**config.mk**
```make
export PLATFORM = sky130hd
export DESIGN_NAME = prco_lsu
export DESIGN_NICKNAME = d
export VERILOG_FILES = /design/src/rtl/prco_lsu_pkg.sv /design/src/rtl/prco_lsu_timeout.sv /design/src/rtl/prco_lsu.sv
export SDC_FILE = /design/constraint.sdc
export NUM_CORES = 1
export LEC_CHECK = 0
export ABC_AREA = 1
export CAP_MARGIN = 20
export CORE_MARGIN = 2
export CORE_UTILIZATION = 41
export CTS_BUF_LIST = sky130_fd_sc_hd__clkbuf_4 sky130_fd_sc_hd__clkbuf_8
export DETAILED_ROUTE_END_ITERATION = 10
export PLACE_DENSITY = 0.87
export SYNTH_ARGS = -nofsm -noshare
export SYNTH_HDL_FRONTEND = slang
export SYNTH_SLANG_ARGS = --single-unit
```
**constraint.sdc**
```tcl
create_clock -name i_clk -period 1.15 [get_ports i_clk]
set_input_delay 0.115 -clock i_clk [delete_from_list [all_inputs] [get_ports i_clk]]
set_output_delay 0.115 -clock i_clk [all_outputs]
set_load 0.1 [all_outputs]
```
**src/rtl/prco_lsu_pkg.sv**
```systemverilog
// Shared definitions for the PRCO load/store/writeback stage: FSM encoding,
// PRCO opcodes, MMIO window base and the timeout default.
package prco_lsu_pkg;

  typedef enum logic [1:0] {
    ST_IDLE = 2'd0,
    ST_REQ  = 2'd1,
    ST_WB   = 2'd2
  } lsu_state_t;

  localparam logic [4:0] PRCO_OP_NOP = 5'd0;
  localparam logic [4:0] PRCO_OP_ADD = 5'd1;
  localparam logic [4:0] PRCO_OP_SUB = 5'd2;
  localparam logic [4:0] PRCO_OP_AND = 5'd3;
  localparam logic [4:0] PRCO_OP_OR  = 5'd4;
  localparam logic [4:0] PRCO_OP_XOR = 5'd5;
  localparam logic [4:0] PRCO_OP_CMP = 5'd8;
  localparam logic [4:0] PRCO_OP_JMP = 5'd10;
  localparam logic [4:0] PRCO_OP_LW  = 5'd16;
  localparam logic [4:0] PRCO_OP_SW  = 5'd17;

  localparam logic [15:0] LSU_MMIO_BASE       = 16'hFF00;
  localparam int          LSU_MEM_TIMEOUT_DEF = 255;

  // Ops whose ALU result is never written to the register file.
  function automatic logic wb_suppressed(input logic [4:0] op);
    return (op == PRCO_OP_CMP) || (op == PRCO_OP_JMP) ||
           (op == PRCO_OP_NOP) || (op == PRCO_OP_SW);
  endfunction

endpackage

```
**src/rtl/prco_lsu_timeout.sv**
```systemverilog
// Saturating 8-bit RAM-wait counter; q_expire flags the cycle in which the
// LIMIT-th enabled cycle is being counted.
module prco_lsu_timeout #(
  parameter int LIMIT = 255
) (
  input  logic i_clk,
  input  logic i_rst_n,
  input  logic i_load,
  input  logic i_en,
  output logic q_expire
);

  logic [7:0] count_q;

  always_ff @(posedge i_clk or negedge i_rst_n) begin
    if (!i_rst_n) begin
      count_q <= 8'd0;
    end else if (i_load) begin
      count_q <= 8'd0;
    end else if (i_en && (count_q != 8'hFF)) begin
      count_q <= count_q + 8'd1;
    end
  end

  assign q_expire = i_en && (count_q >= 8'(LIMIT - 1));

endmodule

```
**src/rtl/prco_lsu.sv**
```systemverilog
// PRCO memory/writeback stage: LW/SW over a req/ack RAM port, register
// writeback and PC redirect. `define PRCO_LSU_MMIO_EN adds a 16-entry bank at 0xFF00.
module prco_lsu
  import prco_lsu_pkg::*;
#(
  parameter int DATA_W      = 16,
  parameter int REG_SEL_W   = 3,
  parameter int MEM_TIMEOUT = LSU_MEM_TIMEOUT_DEF
) (
  input  logic                 i_clk,
  input  logic                 i_rst_n,
  input  logic                 i_ce_ram,
  input  logic                 i_ce_reg,
  input  logic                 i_should_branch,
  input  logic [4:0]           i_op,
  input  logic [DATA_W-1:0]    i_alu_result,
  input  logic [DATA_W-1:0]    i_store_data,
  input  logic [REG_SEL_W-1:0] i_rd,
  output logic                 q_mem_req,
  output logic                 q_mem_we,
  output logic [DATA_W-1:0]    q_mem_addr,
  output logic [DATA_W-1:0]    q_mem_wdata,
  input  logic                 i_mem_ack,
  input  logic [DATA_W-1:0]    i_mem_rdata,
  output logic                 q_wb_en,
  output logic [REG_SEL_W-1:0] q_wb_reg,
  output logic [DATA_W-1:0]    q_wb_data,
  output logic                 q_branch,
  output logic [DATA_W-1:0]    q_branch_target,
  output logic                 q_busy,
  output logic                 q_fault,
  output logic [1:0]           q_dbg_state
);

  // RAM handshake: q_mem_req rises with the request and stays high, with
  // address/wdata/we frozen, until the cycle i_mem_ack is sampled (or timeout).

  lsu_state_t           state_q, state_d;
  logic                 tmo_expire;
  logic                 wb_set, br_set, fault_set;
  logic [REG_SEL_W-1:0] wb_reg_d;
  logic [DATA_W-1:0]    wb_data_d;
  logic [REG_SEL_W-1:0] rd_q;
  logic                 accept_ram;

  assign accept_ram = (state_q == ST_IDLE) && i_ce_ram;

`ifdef PRCO_LSU_MMIO_EN
  logic              mmio_hit;
  logic              mmio_we;
  logic [DATA_W-1:0] mmio_rdata;
  logic [DATA_W-1:0] mmio_bank [16];

  assign mmio_hit   = (i_alu_result >= DATA_W'(LSU_MMIO_BASE));
  assign mmio_rdata = mmio_bank[i_alu_result[3:0]];

  always_ff @(posedge i_clk or negedge i_rst_n) begin
    if (!i_rst_n) begin
      for (int i = 0; i < 16; i++) mmio_bank[i] <= '0;
    end else if (mmio_we) begin
      mmio_bank[i_alu_result[3:0]] <= i_store_data;
    end
  end
`endif

  prco_lsu_timeout #(.LIMIT(MEM_TIMEOUT)) u_timeout (
    .i_clk    (i_clk),
    .i_rst_n  (i_rst_n),
    .i_load   (accept_ram),
    .i_en     (state_q == ST_REQ),
    .q_expire (tmo_expire)
  );

  always_ff @(posedge i_clk or negedge i_rst_n) begin
    if (!i_rst_n) state_q <= ST_IDLE;
    else          state_q <= state_d;
  end

  always_comb begin
    state_d   = state_q;
    wb_set    = 1'b0;
    br_set    = 1'b0;
    fault_set = 1'b0;
    wb_reg_d  = i_rd;
    wb_data_d = i_alu_result;
`ifdef PRCO_LSU_MMIO_EN
    mmio_we   = 1'b0;
`endif
    unique case (state_q)
      ST_IDLE: begin
        if (i_ce_ram) begin
`ifdef PRCO_LSU_MMIO_EN
          if (mmio_hit) begin
            if (i_op == PRCO_OP_SW) begin
              mmio_we = 1'b1;
            end else begin
              state_d   = ST_WB;
              wb_set    = 1'b1;
              wb_data_d = mmio_rdata;
            end
          end else
`endif
          state_d = ST_REQ;
        end else begin
          wb_set = i_ce_reg && !wb_suppressed(i_op);
          br_set = i_should_branch;
        end
      end
      ST_REQ: begin
        wb_reg_d  = rd_q;
        wb_data_d = i_mem_rdata;
        // Ack wins over a timeout expiring on the same cycle.
        if (i_mem_ack) begin
          state_d = q_mem_we ? ST_IDLE : ST_WB;
          wb_set  = !q_mem_we;
        end else if (tmo_expire) begin
          state_d   = ST_IDLE;
          fault_set = 1'b1;
        end
      end
      ST_WB:   state_d = ST_IDLE;
      default: state_d = ST_IDLE;
    endcase
  end

  always_ff @(posedge i_clk or negedge i_rst_n) begin
    if (!i_rst_n) begin
      q_mem_we        <= 1'b0;
      q_mem_addr      <= '0;
      q_mem_wdata     <= '0;
      rd_q            <= '0;
      q_wb_en         <= 1'b0;
      q_wb_reg        <= '0;
      q_wb_data       <= '0;
      q_branch        <= 1'b0;
      q_branch_target <= '0;
      q_fault         <= 1'b0;
    end else begin
      if (accept_ram) begin
        q_mem_addr  <= i_alu_result;
        q_mem_wdata <= i_store_data;
        q_mem_we    <= (i_op == PRCO_OP_SW);
        rd_q        <= i_rd;
      end
      q_wb_en <= wb_set;
      if (wb_set) begin
        q_wb_reg  <= wb_reg_d;
        q_wb_data <= wb_data_d;
      end
      q_branch <= br_set;
      if (br_set) q_branch_target <= i_alu_result;
      q_fault <= fault_set;
    end
  end

  assign q_mem_req   = (state_q == ST_REQ);
  assign q_busy      = (state_q != ST_IDLE);
  assign q_dbg_state = state_q;

endmodule

```
==> summary.txt, run 1 <==
CTS
  • Clk Latency, worst-skew pair: 370 ps
  • CTS Sinks: 84
  • Clock Pin Slew Worst Setup and Hold Paths: 100 ps
  • Root buffer cell: clkbuf_8
  • H-tree Lvls: 3
  • Total CTS buffers: 9
  • CTS tree: done
  • Maximum root-to-sink buffer count: 2

Detailed routing
  • Routed wire length per instance: 24.5 um
  • Routed met3 length: 1280 um
  • Drt initial violations: 336
  • Final WL: 18300 um
  • DR top layer: met4
  • Vias/cell: 5.85
  • Routed met2 length: 9140 um
  • Antenna-violating nets left: 0
  • # DRC: 0
  • Vias after detailed routing: 4363
  • Met1 WL: 6350 um
  • Pre-antenna DRT Iters: 5

Logic synthesis
  • Top post-synthesis cells by area: dfrtp_1 (57%), nand2_1 (18%), o21ai_0 (6.2%)
  • Commonest cells post-synth: nand2_1 (177), dfrtp_1 (84), o21ai_0 (46)
  • Mapped Cells: 437
  • Fraction of registers with async set/reset: 100%
  • Top-count cell post-synth: nand2_1
  • FF+latch count, synth: 84
  • Post-synth top area share: 56.7%
  • Top FF cell, synth: dfrtp_1
  • Post-synth cell types: 23
  • Syn avg cell area: 8.48 um2
  • Post-synthesis sequential area ratio: 56.7%
  • Synth Cell Area: 0.00371 mm2
  • Post-synth EDFFs: 0
  • Syn nets: 501
  • Yosys warning count: 0
  • Largest area contributor in the synthesized netlist: dfrtp_1

STA
  • Fmax achieved: 0.581 GHz
  • Endpoints failing hold: 0
  • Worst slew pin tran: 645 ps
  • Final Skew: 15.6 ps
  • Final worst path period need: 1720 ps
  • Max Slew Vio Count: 0
  • Fin crit share: 150%
  • Setup_tns: -34890 ps
  • Relative slew slack: 56.5%
  • Final setup margin: -571 ps
  • RSZ-0062 raised after global routing: yes
  • Setup Viol. Count Final: 91

Run status
  • Failing checks: setup timing
  • Outcome: finished with violations

Critical path
  • Startpoint types: register
  • RR Startpoint: q_dbg_state[0]$_DFFE_PN0P_
  • CP arrival: 2040 ps
  • Setup crit end kind: register
  • CP required: 1470 ps
  • Crit Path Category: register to register
  • Worst R2R End: q_wb_data[0]$_DFFE_PN0P_
  • Worst-path fanout max: 20
  • Reg2Reg Depth: 7
  • R2R Setup Slk: -570 ps

Place
  • HPWL Detailed: 8470 um
  • Buffers on Ports: 136
  • Post-Place Worst Slack: -385 ps
  • Routability cong.: 0.853

Global routing
  • Initial antenna violation count: 0
  • Grt ovf: 0
  • Global-route wire length before repair: 22300 um
  • Largest net degree at the start of global routing: 27
  • Global router's overall resource usage: 29.4%
  • Vias in the first global route: 4255

Worst hold path
  • Hold WC Path Type: input pin to asynchronous set/reset pin

Cells and area
  • NumNets Final: 697
  • Layout cells sized above 1: 51.9%
  • Layout area overhead: 107%
  • Multi-input logic area: 0.00200 mm2
  • Seq. cell area: 0.00213 mm2
  • Fillcell total: 349
  • Diode count: 0

Die
  • Row cnt: 34
  • Die area: 0.00982 mm2
  • Chip Height: 99.1 um
  • Placeable Area: 0.00876 mm2
  • Starting Density: 42.3%
  • Num ports: 137
  • Chip width: 99.1 um

Job
  • Max Cap Viol: 0
## worst max-delay path, stage by stage, from the launching register on
cell and delay [ps]:
dfrtp_4 510, inv_2 90, nor2_4 50, buf_6 130
buf_6 160, o21ai_0 530, nand2_4 120, nand2_2 90
## routing by layer
metal,global-route usage [%],vias to the layer above
met1,33.9,2141
met4,15.6,0
met2,52.0,323
met3,5.06,134
met5,0,-
li1,-,1765
## placed cells by master (no fill, tap or decap), drive strengths merged, types with 4 or more instances in the layout
cell type / instances
clkbuf: 18
nor2: 17
inv: 38
nand2: 179
buf: 140
nand3: 29
o21ai: 58
dfrtp: 84
clkinv: 4
clkdlybuf4s50: 60
## worst max path at each step
stage	start	to	cells after the start
floorplan	q_dbg_state[0]$_DFFE_PN0P_	q_mem_addr[12]$_DFFE_PN0P_	8
global placement	i_ce_ram	q_mem_addr[4]$_DFFE_PN0P_	8
detailed placement	i_ce_ram	q_mem_addr[3]$_DFFE_PN0P_	8
CTS	q_dbg_state[1]$_DFFE_PN0P_	q_busy	5
global route	q_dbg_state[0]$_DFFE_PN0P_	q_wb_data[0]$_DFFE_PN0P_	7
finish	q_dbg_state[0]$_DFFE_PN0P_	q_wb_data[0]$_DFFE_PN0P_	7
## metrics by stage
stage | util [%] | area (um2) | hold slack (ps) | std cells
floorplan | - | 3830 | -181 | 437
global placement | 71.8 | 6290 | 39.6 | 700
detailed placement | 71.8 | 6290 | 40.5 | 700
CTS | 81.1 | 7110 | 205 | 739
global route | 87.6 | 7680 | 234 | 746
finish | 87.6 | 7680 | 202 | 746
## logic make-up after synthesis
group                      count (synthesis)  share of synthesized area [%]
AOI/OAI and AO/OA                         60                           9.05
xor gates and xnor gates                   2                          0.473
adders and majority gates                  2                          0.675
buffers and inverters                     60                           7.86
DFF                                       84                           56.7
and+or+nand+nor                          229                           25.2
## final cells by class
type	count	area share, %
timing repair buffer	206	39.6
sequential	84	27.7
multi-input combinational	293	26.0
inverter	39	2.36
clock buffer	13	2.25
tap	108	1.76
clock inverter	3	0.244
## timing repair
action	4_1_cts	5_1_grt
endpoints found under the hold margin	70	0
hold buffers	1	0
resized for setup	120	140
endpoints found under the setup margin	89	98
setup buffers	17	3
cloned	6	6
pin swaps	8	38
Power of run 1 is not shown: default switching activity piles up to over one toggle a cycle in this logic, so the estimate is an artifact.
==> inputs of run 2 (changes only) <==
- CAP_MARGIN: 20 -> 15
- CELL_PAD_IN_SITES_DETAIL_PLACEMENT: default -> 2
- CELL_PAD_IN_SITES_GLOBAL_PLACEMENT: default -> 2
- CORE_UTILIZATION: 41 -> 33
- DONT_BUFFER_PORTS: default -> 1
- PLACE_DENSITY: 0.87 -> 0.86
==> run 2 against run 1 <==
  * The run now fails in clock tree synthesis
  * Synthesized cell count did not move
  * Area after synthesis did not move
==> summary.txt, run 2 <==
Place
  • Post-Place Worst Slack: -387 ps
  • Post-Place Cell Area: 0.00482 mm2
  • Routability cong.: 0.796
  • Buffers on Ports: 0
  • HPWL Detailed: 9880 um

Die
  • Row cnt: 38
  • Chip width: 110 um
  • Num ports: 137
  • Starting Density: 34.0%
  • Chip Height: 110 um

CTS
  • Root buffer cell: clkbuf_8
  • Maximum root-to-sink buffer count: 2
  • CTS Sinks: 84
  • Setup Fix Bufs, Post-CTS: 13
  • Hold_buf cts: 39
  • H-tree Lvls: 3
  • Total CTS buffers: 9
  • CTS resizes: 186

Logic synthesis
  • Yosys warning count: 0
  • Post-synth EDFFs: 0
  • Syn nets: 501
  • Commonest cells post-synth: nand2_1 (177), dfrtp_1 (84), o21ai_0 (46)
  • Post-synthesis sequential area ratio: 56.7%
  • Main combinational cell family by area after synthesis: simple AND/OR/NAND/NOR gates
  • Mapped Cells: 437
  • Post-synth cell types: 23
  • Synth Area in Compound Gates: 9.04%
  • Mux share of post-synthesis cell area: 0%
  • Syn avg cell area: 8.48 um2
  • Post-synth top area share: 56.7%
  • Synth Cell Area: 0.00371 mm2
  • FF+latch count, synth: 84
  • Top-count cell post-synth: nand2_1
  • XOR/XNOR Fraction of Synth Area: 0.472%
  • Top post-synthesis cells by area: dfrtp_1 (57%), nand2_1 (18%), o21ai_0 (6.2%)
  • Top FF cell, synth: dfrtp_1
  • Fraction of registers with async set/reset: 100%
  • Largest area contributor in the synthesized netlist: dfrtp_1
  • Simple-gate share of the synthesized area: 25.2%
  • Adder-Cell Fraction of Synth Area: 0.675%

Run status
  • Fail Step: clock tree synthesis
  • First Err: [ERROR DPL-0033] detailed placement checks failed during check placement.
  • Outcome: stopped before the end
## run 2: through the flow
stage          cells  hold slack (ps)
3_5_place_dp     662             -179
3_3_place_gp     662             -179
2_1_floorplan    437             -181
## run 2: kinds of logic after synthesis
group	after synthesis
AND/OR/NAND/NOR	229
flip-flops	84
AO/OA/AOI/OAI	60
buffers and inverters	60
XOR/XNOR	2
adder cells (fa/ha/maj)	2
==> inputs of run 3 (changes only) <==
- CELL_PAD_IN_SITES_DETAIL_PLACEMENT: 2 -> default
- CELL_PAD_IN_SITES_GLOBAL_PLACEMENT: 2 -> default
- CORE_UTILIZATION: 33 -> 30
- CTS_BUF_LIST: sky130_fd_sc_hd__clkbuf_4 sky130_fd_sc_hd__clkbuf_8 -> default
- PLACE_DENSITY: 0.86 -> default
- PLACE_DENSITY_LB_ADDON: default -> 0.15
- clock period: 1.15 -> 1.49 ns (I/O delays scaled with it)
==> run 3 against run 2 <==
  * The flow now finishes, with violations (hold timing, setup timing)
==> summary.txt, run 3 (synthesis results as in run 1) <==
Cells and area
  • Diode count: 0
  • Seq. cell area: 0.00211 mm2
  • Most frequent cells in the layout: nand2_1 (164), buf_4 (84), dfrtp_1 (81)
  • Fillcell total: 1200
  • Multi-input logic area: 0.00142 mm2
  • NumNets Final: 617
  • Layout cells sized above 1: 28.5%
  • Commonest non-fill, non-tap cell in the layout: nand2_1
  • Layout Utilization: 44.5%
  • Layout area overhead: 44.9%
  • Final cell count without fillers: 726

Die
  • Chip width: 115 um
  • Chip Height: 115 um
  • Placeable Area: 0.0121 mm2
  • Row cnt: 40
  • Starting Density: 30.7%
  • Die area: 0.0133 mm2
  • Num ports: 137

STA
  • Relative slew slack: 77.1%
  • Final setup margin: -11.7 ps
  • Fin crit share: 101%
  • Fmax achieved: 0.666 GHz
  • Setup_tns: -11.7 ps
  • Final worst path period need: 1500 ps
  • Worst slew pin tran: 340 ps
  • Hold_ws: -493 ps
  • RSZ-0062 raised after global routing: yes
  • Endpoints failing hold: 84
  • Final Skew: 4.62 ps
  • Max Slew Vio Count: 0
  • Setup Viol. Count Final: 1

Detailed routing
  • Vias/cell: 4.46
  • DR top layer: met4
  • Pre-antenna DRT Iters: 4
  • Vias after detailed routing: 3238
  • Drt initial violations: 224
  • Met1 WL: 4970 um
  • Antenna-violating nets left: 0
  • Routed wire length per instance: 14.4 um
  • Routed met3 length: 912 um
  • # DRC: 0
  • Routed met2 length: 4450 um
  • Final WL: 10500 um

CTS
  • Hold_buf cts: 25
  • Root buffer cell: clkbuf_16
  • Clk Latency, worst-skew pair: 340 ps
  • Total CTS buffers: 9
  • Maximum root-to-sink buffer count: 2
  • H-tree Lvls: 3
  • Clock Pin Slew Worst Setup and Hold Paths: 60 ps
  • CTS tree: done
  • CTS Sinks: 84

Global routing
  • Grt ovf: 0
  • Global-route wire length before repair: 16500 um
  • Largest net degree at the start of global routing: 85
  • Vias in the first global route: 3175
  • Global router's overall resource usage: 16.1%
  • Initial antenna violation count: 0

Critical path
  • Crit Path Category: register to primary output
  • CP arrival: 1350 ps
  • Worst path slowest cell: dfrtp_4
  • Cells along the critical path: nor2_4, buf_12, buf_12
  • Most used cell, CP: buf_12
  • CP required: 1340 ps
  • Setup crit end kind: primary output
  • Max incr delay on CP: 510 ps
  • Startpoint types: register
  • Worst-path fanout max: 4

Place
  • Routability cong.: 0.807
  • Buffers on Ports: 0
  • Placed Cells: 678
  • HPWL Detailed: 7140 um

Job
  • Max Cap Viol: 0

Run status
  • Outcome: finished with violations
  • Failing checks: hold timing, setup timing

Worst hold path
  • Hold WC Path Type: input pin to asynchronous set/reset pin
[run 3: per-layer routing]
| metal | GRT usage (%) | vias up |
|---|---|---|
| met1 | 22.0 | 1500 |
| met5 | 0 | - |
| li1 | - | 1600 |
| met3 | 5.43 | 12 |
| met4 | 5.54 | 0 |
| met2 | 24.0 | 126 |
[run 3: what timing repair did]
| item | 4_1_cts | 5_1_grt |
|---|---|---|
| pin swaps | 1 | 10 |
| endpoints found under the setup margin | 2 | 27 |
| buffers inserted | 1 | 3 |
| cloned | 0 | 3 |
| endpoints found under the hold margin | 113 | 84 |
| resized for setup | 7 | 28 |
[run 3: path summary, 6_finish.rpt]
kind | startpoint | cells after the start | end | slack [ps]
max | q_dbg_state[1]$_DFFE_PN0P_ | 3 | q_mem_req | -10
min | i_rst_n | 0 | u_timeout.count_q[6]$_DFFE_PN0P_ | -490
max reg2reg | q_dbg_state[0]$_DFFE_PN0P_ | 8 | q_wb_data[11]$_DFFE_PN0P_ | 10
min reg2reg | q_mem_wdata[6]$_DFFE_PN0P_ | 2 | q_mem_wdata[6]$_DFFE_PN0P_ | 480
max in group asynchronous | i_rst_n | 0 | q_dbg_state[1]$_DFFE_PN0P_ | 1840
min in group i_clk | i_alu_result[12] | 2 | q_mem_addr[12]$_DFFE_PN0P_ | 10
[run 3: area by class of cell]
type	count	share of cell area, %
Sequential cell	84	39.3
Multi-Input combinational cell	293	26.4
Timing Repair Buffer	126	21.8
Clock buffer	12	4.40
Tap cell	168	3.91
Inverter	39	2.84
Clock inverter	4	1.37
[run 3: metrics by stage]
step	instance area [um2]	setup WS, ps	hold slack [ps]
after CTS	5190	4.50	-510
after detailed placement	4590	14.1	-141
final	5370	-11.7	-493
after global routing	5370	-69.0	-510
after floorplan	3780	-139	-147
after global placement	4590	38.2	-140
[run 3: worst max-delay path, delay by kind of cell (launching register included)]
| family | cells | cell delay [ps] |
|---|---|---|
| DFF | 1 | 510 |
| and+or+nand+nor | 1 | 200 |
| buffers and inverters | 2 | 300 |
Power of run 3 is left out for the same reason.
==> inputs of run 4 (changes only) <==
- CAP_MARGIN: 15 -> 20
- CORE_UTILIZATION: 30 -> 42
==> run 4 against run 3 <==
  * The flow finishes with violations (hold timing)
  * Sequential share of layout area rose by 1.6 points
  * Routed wire length fell by 9.3%
  * Final area fell by 4.0%
  * Global-route usage rose by 4.5 points
  * Critical path depth did not move
  * Highest routed layer unchanged
==> summary.txt, run 4 (synthesis results as in run 1) <==
STA
  • Fmax achieved: 0.682 GHz
  • Final worst path period need: 1470 ps
  • Relative slew slack: 79.9%
  • Setup Viol. Count Final: 0
  • RSZ-0062 raised after global routing: yes
  • Fin crit share: 98.5%
  • Endpoints failing hold: 84
  • Hold_ws: -518 ps
  • Worst slew pin tran: 302 ps
  • Final Skew: 8.16 ps
  • Max Slew Vio Count: 0

CTS
  • CTS tree: done
  • Maximum root-to-sink buffer count: 2
  • Clock Pin Slew Worst Setup and Hold Paths: 100 ps
  • H-tree Lvls: 3
  • Root buffer cell: clkbuf_8
  • Total CTS buffers: 9
  • Clk Latency, worst-skew pair: 350 ps
  • Hold_buf cts: 32
  • CTS Sinks: 84

Cells and area
  • Commonest non-fill, non-tap cell in the layout: nand2_1
  • NumNets Final: 623
  • Most frequent cells in the layout: nand2_1 (176), buf_4 (90), dfrtp_1 (81)
  • Post-Layout Inst Area: 0.00516 mm2
  • Layout cells sized above 1: 26.6%
  • Diode count: 0
  • Layout area overhead: 39.1%

Detailed routing
  • Final WL: 9490 um
  • Vias after detailed routing: 3269
  • # DRC: 0
  • Antenna-violating nets left: 0
  • Pre-antenna DRT Iters: 4
  • Drt initial violations: 98
  • Vias/cell: 4.86
  • Routed wire length per instance: 14.1 um

Job
  • Max Cap Viol: 0

Die
  • Starting Density: 42.9%
  • Num ports: 137
  • Row cnt: 34
  • Die area: 0.00959 mm2
  • Chip width: 98.0 um
  • Placeable Area: 0.00864 mm2
  • Chip Height: 98.0 um

Critical path
  • Worst-path fanout max: 4
  • Cells along the critical path: nor2_4, buf_6, buf_12
  • Largest delay share family, worst path: flip-flops
  • Buffers & Inverters on Critical Path: 2
  • R2R Setup Slk: 50 ps
  • Setup crit end kind: primary output
  • CP arrival: 1320 ps
  • Crit Path Category: register to primary output
  • Max incr delay on CP: 520 ps
  • Startpoint types: register
  • CP required: 1340 ps
  • Worst path slowest cell: dfrtp_4

Place
  • Routability cong.: 0.866
  • HPWL Detailed: 6660 um
  • Post-Place Cell Area: 0.00455 mm2
  • Buffers on Ports: 0

Global routing
  • Vias in the first global route: 3373
  • Largest net degree at the start of global routing: 85
  • Global-route wire length before repair: 16000 um
  • Global router's overall resource usage: 20.6%
  • Initial antenna violation count: 0
  • Grt ovf: 0

Worst hold path
  • Hold WC Path Type: input pin to asynchronous set/reset pin

Run status
  • Outcome: finished with violations
  • Failing checks: hold timing
-- run 4: timing repair --
action / in CTS / in global routing
buffers inserted: 2 / 0
gates resized for setup: 5 / 11
pin swaps: 1 / 1
hold endpoints to repair: 124 / 84
setup endpoints to repair: 1 / 27
-- run 4: area by class of cell --
type | count | area, um2
clock buffers | 11 | 151
clock inverters | 5 | 67.6
fillers | 765 | 3480
inverters | 39 | 156
multi-input cells | 293 | 1380
flip-flops and latches | 84 | 2110
well taps | 108 | 135
repair buffers | 132 | 1150
-- run 4: path summary, 6_finish.rpt --
kind	startpoint	endpoint	cells past startpoint
max	q_dbg_state[1]$_DFFE_PN0P_	q_mem_req	3
min	i_rst_n	q_branch_target[4]$_DFFE_PN0P_	0
max reg2reg	q_dbg_state[1]$_DFFE_PN0P_	q_wb_data[1]$_DFFE_PN0P_	8
min reg2reg	q_mem_wdata[10]$_DFFE_PN0P_	q_mem_wdata[10]$_DFFE_PN0P_	2
max in group asynchronous	i_rst_n	q_dbg_state[0]$_DFFE_PN0P_	0
min in group i_clk	i_alu_result[4]	q_branch_target[4]$_DFFE_PN0P_	2
-- run 4: per-layer routing --
metal / global-route usage [%] / share of wire [%]
met2: 34.8 / 49
met4: 5.24 / 1.2
met5: 0 / 0
met1: 26.1 / 42
met3: 6.01 / 7.1
-- run 4: metrics by stage --
stage | setup WS, ps | hold WS, ps | std cells | setup TNS, ps | util (%)
floorplan | -139 | -147 | 437 | -4030 | -
global placement | 103 | -143 | 622 | 0 | 52.7
detailed placement | 61.2 | -143 | 622 | 0 | 52.7
CTS | 4.07 | -538 | 672 | 0 | 59.3
global route | -60.3 | -555 | 672 | -730 | 59.7
finish | 23.1 | -518 | 672 | 0 | 59.7
Power of run 4 is left out for the same reason.
==> edit 1, RTL diff (flow settings as in run 1) <==
Put one more register stage on the output `q_fault`, cleared by the reset. The value now appears one clock later. The other outputs are not delayed to match.
--- a/src/rtl/prco_lsu.sv
+++ b/src/rtl/prco_lsu.sv
@@ -31,6 +31,8 @@
   output logic                 q_fault,
   output logic [1:0]           q_dbg_state
 );
+
+  logic q_fault_s0;
 
   // RAM handshake: q_mem_req rises with the request and stays high, with
   // address/wdata/we frozen, until the cycle i_mem_ack is sampled (or timeout).
@@ -134,7 +136,7 @@
       q_wb_data       <= '0;
       q_branch        <= 1'b0;
       q_branch_target <= '0;
-      q_fault         <= 1'b0;
+      q_fault_s0      <= 1'b0;
     end else begin
       if (accept_ram) begin
         q_mem_addr  <= i_alu_result;
@@ -149,7 +151,7 @@
       end
       q_branch <= br_set;
       if (br_set) q_branch_target <= i_alu_result;
-      q_fault <= fault_set;
+      q_fault_s0 <= fault_set;
     end
   end
 
@@ -157,5 +159,13 @@
   assign q_busy      = (state_q != ST_IDLE);
   assign q_dbg_state = state_q;
 
+  always_ff @(posedge i_clk or negedge i_rst_n) begin
+    if (!i_rst_n) begin
+      q_fault <= '0;
+    end else begin
+      q_fault <= q_fault_s0;
+    end
+  end
+
 endmodule
 
Behaviour: same outputs for any inputs over 10 cycles, from zero or initial values and one cycle with i_rst_n low; that may be too few to reach the edited logic, so the function may still have changed.
==> edit 1 against run 1 <==
Final area rose by 1.0%; sequential cell count rose by 1; clock skew rose by 0.0060 ns; the flow still finishes with violations (negative setup slack); wire length rose by 5.4%; worst setup slack improved by 0.060 ns; area after synthesis rose by 0.67%.
Power is not shown: default switching activity piles up to over one toggle a cycle in this logic, so the estimate is an artifact.
==> edit 1: results (changes against run 1) <==
.. list-table::
   :header-rows: 1

   * - Metric
     - Value
   * - Outcome
     - complete, but fails checks (unchanged)
   * - Violated checks
     - negative setup slack (unchanged)
   * - Synth Area per Inst
     - 8.52 um2 (was 8.48 um2)
   * - Avg WL per Cell
     - 25.6 um (was 24.5 um)
   * - Final setup TNS
     - -35.21 ns (was -34.89 ns)
   * - Via count of the first global-routing pass
     - 4514 (was 4255)
   * - Met3 Use GR
     - 6.47% (was 5.06%)
   * - Worst path setup slack after routing
     - -0.511 ns (was -0.571 ns)
   * - Cell Area, Placed
     - 6270 um2 (was 6290 um2)
   * - Cell types with the largest area share after synthesis
     - sky130_fd_sc_hd__dfrtp_1 57%, sky130_fd_sc_hd__nand2_1 18%, sky130_fd_sc_hd__o21ai_0 6.2% (unchanged)
   * - Area grow syn2layout
     - 108% (was 107%)
   * - Maximum number of pins on one net before global-route repair
     - 82 (was 27)
   * - Dpl ws
     - -0.389 ns (was -0.385 ns)
   * - Fillers
     - 334 (was 349)
   * - Post-Route WL
     - 19.3 mm (was 18.3 mm)
   * - Fraction of final layout cells with drive strength greater than 1
     - 53.6% (was 51.9%)
   * - Maximum clock skew at final layout
     - 0.0216 ns (was 0.0156 ns)
   * - Proportion of cell area occupied by multi-input gates
     - 26.0% (about the same)
   * - Met2 layer wire length in the routed design
     - 9.63 mm (was 9.14 mm)
   * - Metal3 WL
     - 1.64 mm (was 1.28 mm)
   * - Non-clk bufs
     - 208 (was 206)
   * - Placer Congestion
     - 0.857 (was 0.853)
   * - Kind of cell with the highest combined delay on the critical path
     - flip-flops (was compound AO/OA/AOI/OAI gates)
   * - Synth Area in Adders
     - 0.670% (was 0.675%)
   * - Die Outline Area
     - 9880 um2 (was 9820 um2)
   * - Wire length of the first global-routing pass
     - 25.0 mm (was 22.3 mm)
   * - Peak fanout along the critical path
     - 4 (was 20)
   * - Worst hold margin
     - 0.0693 ns (was 0.202 ns)
   * - GR met2 Demand/Resource
     - 57.9% (was 52.0%)
   * - Post-Synthesis Net Count
     - 502 (was 501)
   * - Final setup fails
     - 96 (was 91)
   * - Number of non-clock inverters in the layout
     - 40 (was 39)
   * - Leading post-synthesis cells by instance count
     - 177 x sky130_fd_sc_hd__nand2_1, 85 x sky130_fd_sc_hd__dfrtp_1, 46 x sky130_fd_sc_hd__o21ai_0 (was 177 x sky130_fd_sc_hd__nand2_1, 84 x sky130_fd_sc_hd__dfrtp_1, 46 x sky130_fd_sc_hd__o21ai_0)
   * - Clock tree cell share of total cell area
     - 2.24% (was 2.49%)
   * - Critical-path cell with the highest stage delay
     - sky130_fd_sc_hd__dfrtp_4 (was sky130_fd_sc_hd__o21ai_0)
   * - Gr usage total
     - 33.2% (was 29.4%)
   * - Relative slew slack
     - 70.0% (was 56.5%)
==> edit 1: cell types whose count changed in the layout (fill, tap and decap cells not counted), moves of 4 or more <==
cell and change:
sky130_fd_sc_hd__nand2_2 +15, sky130_fd_sc_hd__nand2_4 -14, sky130_fd_sc_hd__nand3_1 -9, sky130_fd_sc_hd__buf_8 +7
sky130_fd_sc_hd__dfrtp_2 +5, sky130_fd_sc_hd__nand3_4 +5, sky130_fd_sc_hd__buf_6 -4, sky130_fd_sc_hd__clkbuf_16 -4
sky130_fd_sc_hd__dfrtp_1 -4, sky130_fd_sc_hd__nand3_2 +4, sky130_fd_sc_hd__o21ai_1 +4
==> edit 1: timing repair <==
item | CTS | global route
hold buffers | 1 | 0
endpoints found under the setup margin | 89 | 95
cloned | 12 | 3
buffers inserted | 11 | 14
pin swaps | 20 | 29
gates resized for setup | 130 | 147
endpoints found under the hold margin | 85 | 0
==> edit 2, RTL diff (settings of run 1) <==
Without the edit above. The package constant `LSU_MEM_TIMEOUT_DEF` goes from 255 to 128.
--- a/src/rtl/prco_lsu_pkg.sv
+++ b/src/rtl/prco_lsu_pkg.sv
@@ -20,7 +20,7 @@
   localparam logic [4:0] PRCO_OP_SW  = 5'd17;
 
   localparam logic [15:0] LSU_MMIO_BASE       = 16'hFF00;
-  localparam int          LSU_MEM_TIMEOUT_DEF = 255;
+  localparam int          LSU_MEM_TIMEOUT_DEF = 128;
 
   // Ops whose ALU result is never written to the register file.
   function automatic logic wb_suppressed(input logic [4:0] op);
Behaviour: same outputs for any inputs over 10 cycles, from zero or initial values and one cycle with i_rst_n low; that may be too few to reach the edited logic, so the function may still have changed.
==> edit 2 against run 1 <==
Highest routed layer is now met5; final area shrank 3.8%; critical path depth decreased by 1; largest cell class unchanged; first-iteration DRC count increased by 48%; the flow still finishes with violations (negative setup slack); clock skew increased by 0.011 ns; worst setup slack better by 0.0072 ns; wire length is 0.28% higher; sequential cell count stayed put; area after synthesis grew 0.64%.
Power is left out: the tool's default activity adds up to more than one toggle a clock period on the data nets, which glitch-free logic cannot reach.
==> edit 2: results (changes against run 1) <==
.. list-table::
   :header-rows: 1

   * - Metric
     - Value
   * - Worst path setup slack after routing
     - -0.564 ns (was -0.571 ns)
   * - Violated checks
     - negative setup slack (unchanged)
   * - Final setup fails
     - 99 (was 91)
   * - Layout Nets
     - 682 (was 697)
   * - Endpoint of the worst register-to-register path
     - q_wb_data[9] (was q_wb_data[0])
   * - Number of vias per cell
     - 5.92 (was 5.85)
   * - Final HPWL DP
     - 8.48 mm (was 8.47 mm)
   * - Gr usage total
     - 28.7% (was 29.4%)
   * - GR met2 Demand/Resource
     - 50.9% (was 52.0%)
   * - PostCTS Resize Cnt
     - 82 (was 120)
   * - Cell types with the largest area share after synthesis
     - sky130_fd_sc_hd__dfrtp_1 56%, sky130_fd_sc_hd__nand2_1 18%, sky130_fd_sc_hd__o21ai_0 5.4% (was sky130_fd_sc_hd__dfrtp_1 57%, sky130_fd_sc_hd__nand2_1 18%, sky130_fd_sc_hd__o21ai_0 6.2%)
   * - Number of antenna violations at the first check in global routing
     - 1 (was 0)
   * - Peak fanout along the critical path
     - 25 (was 20)
   * - Kind of cell with the highest combined delay on the critical path
     - simple AND/OR/NAND/NOR gates (was compound AO/OA/AOI/OAI gates)
   * - Post-Synthesis Net Count
     - 492 (was 501)
   * - Avg WL per Cell
     - 25.1 um (was 24.5 um)
   * - Final cell count without fillers
     - 732 (was 746)
   * - Worst hold margin
     - 0.232 ns (was 0.202 ns)
   * - Wire length of the first global-routing pass
     - 22.0 mm (was 22.3 mm)
   * - Metal3 WL
     - 1.85 mm (was 1.28 mm)
   * - Critical-path cell with the highest stage delay
     - sky130_fd_sc_hd__dfrtp_4 (was sky130_fd_sc_hd__o21ai_0)
   * - Via count of the first global-routing pass
     - 4185 (was 4255)
   * - Count of buffers added by post-CTS timing repair for setup
     - 4 (was 17)
   * - Dpl ws
     - -0.336 ns (was -0.385 ns)
   * - Initial DRC count
     - 497 (was 336)
   * - Uppermost signal routing layer after detailed routing
     - met5 (was met4)
   * - Final setup TNS
     - -35.88 ns (was -34.89 ns)
   * - Grt met1 use
     - 32.2% (was 33.9%)
   * - Placer Congestion
     - 0.868 (was 0.853)
   * - Class of the tightest hold or removal check
     - input pin to async pin (unchanged)
   * - Outcome
     - complete, but fails checks (unchanged)
   * - Sequential-to-total area share from yosys stat
     - 56.3% (was 56.7%)
   * - Beginning of the critical path
     - q_dbg_state[1] (was q_dbg_state[0])
   * - Reg2Reg Depth
     - 6 (was 7)
   * - Cell Area, Placed
     - 6320 um2 (was 6290 um2)
   * - Maximum clock skew at final layout
     - 0.0266 ns (was 0.0156 ns)
   * - Relative slew slack
     - 64.1% (was 56.5%)
   * - Library cells used by synthesis
     - 25 (was 23)
   * - Met3 Use GR
     - 6.82% (was 5.06%)
   * - Antenna diodes
     - 0 (unchanged)
   * - Async SR Flop Fraction
     - 100% (unchanged)
   * - Met2 layer wire length in the routed design
     - 8.90 mm (was 9.14 mm)
   * - Fraction of final layout cells with drive strength greater than 1
     - 46.8% (was 51.9%)
edit 2: cell types whose count changed after synthesis, sizes merged, moves of 2 or more:
cell | run 1 | this run
o21bai | 0 | 2
nand3 | 29 | 27
a21oi | 1 | 3
clkbuf | 7 | 5
buf | 14 | 16
nand2 | 179 | 177
inv | 38 | 35
edit 2: cell type report:
class / instances / area (um2)
repair buffers: 199 / 2990
flip-flops and latches: 84 / 2130
multi-input cells: 289 / 1770
fillers: 333 / 1380
inverters: 35 / 154
well taps: 108 / 135
clock buffers: 9 / 124
clock inverters: 7 / 80.1
repair inverters: 1 / 8.76
edit 2: kinds of logic (layout without fill, tap and decap cells):
group	count (synthesis)	after routing	synth area share, %
fa+ha+maj	1	1	0.335
compound gates	62	62	9.56
flops	84	84	56.3
simple gates	223	223	25.6
buf+inv	56	251	7.51
xor+xnor	3	3	0.704
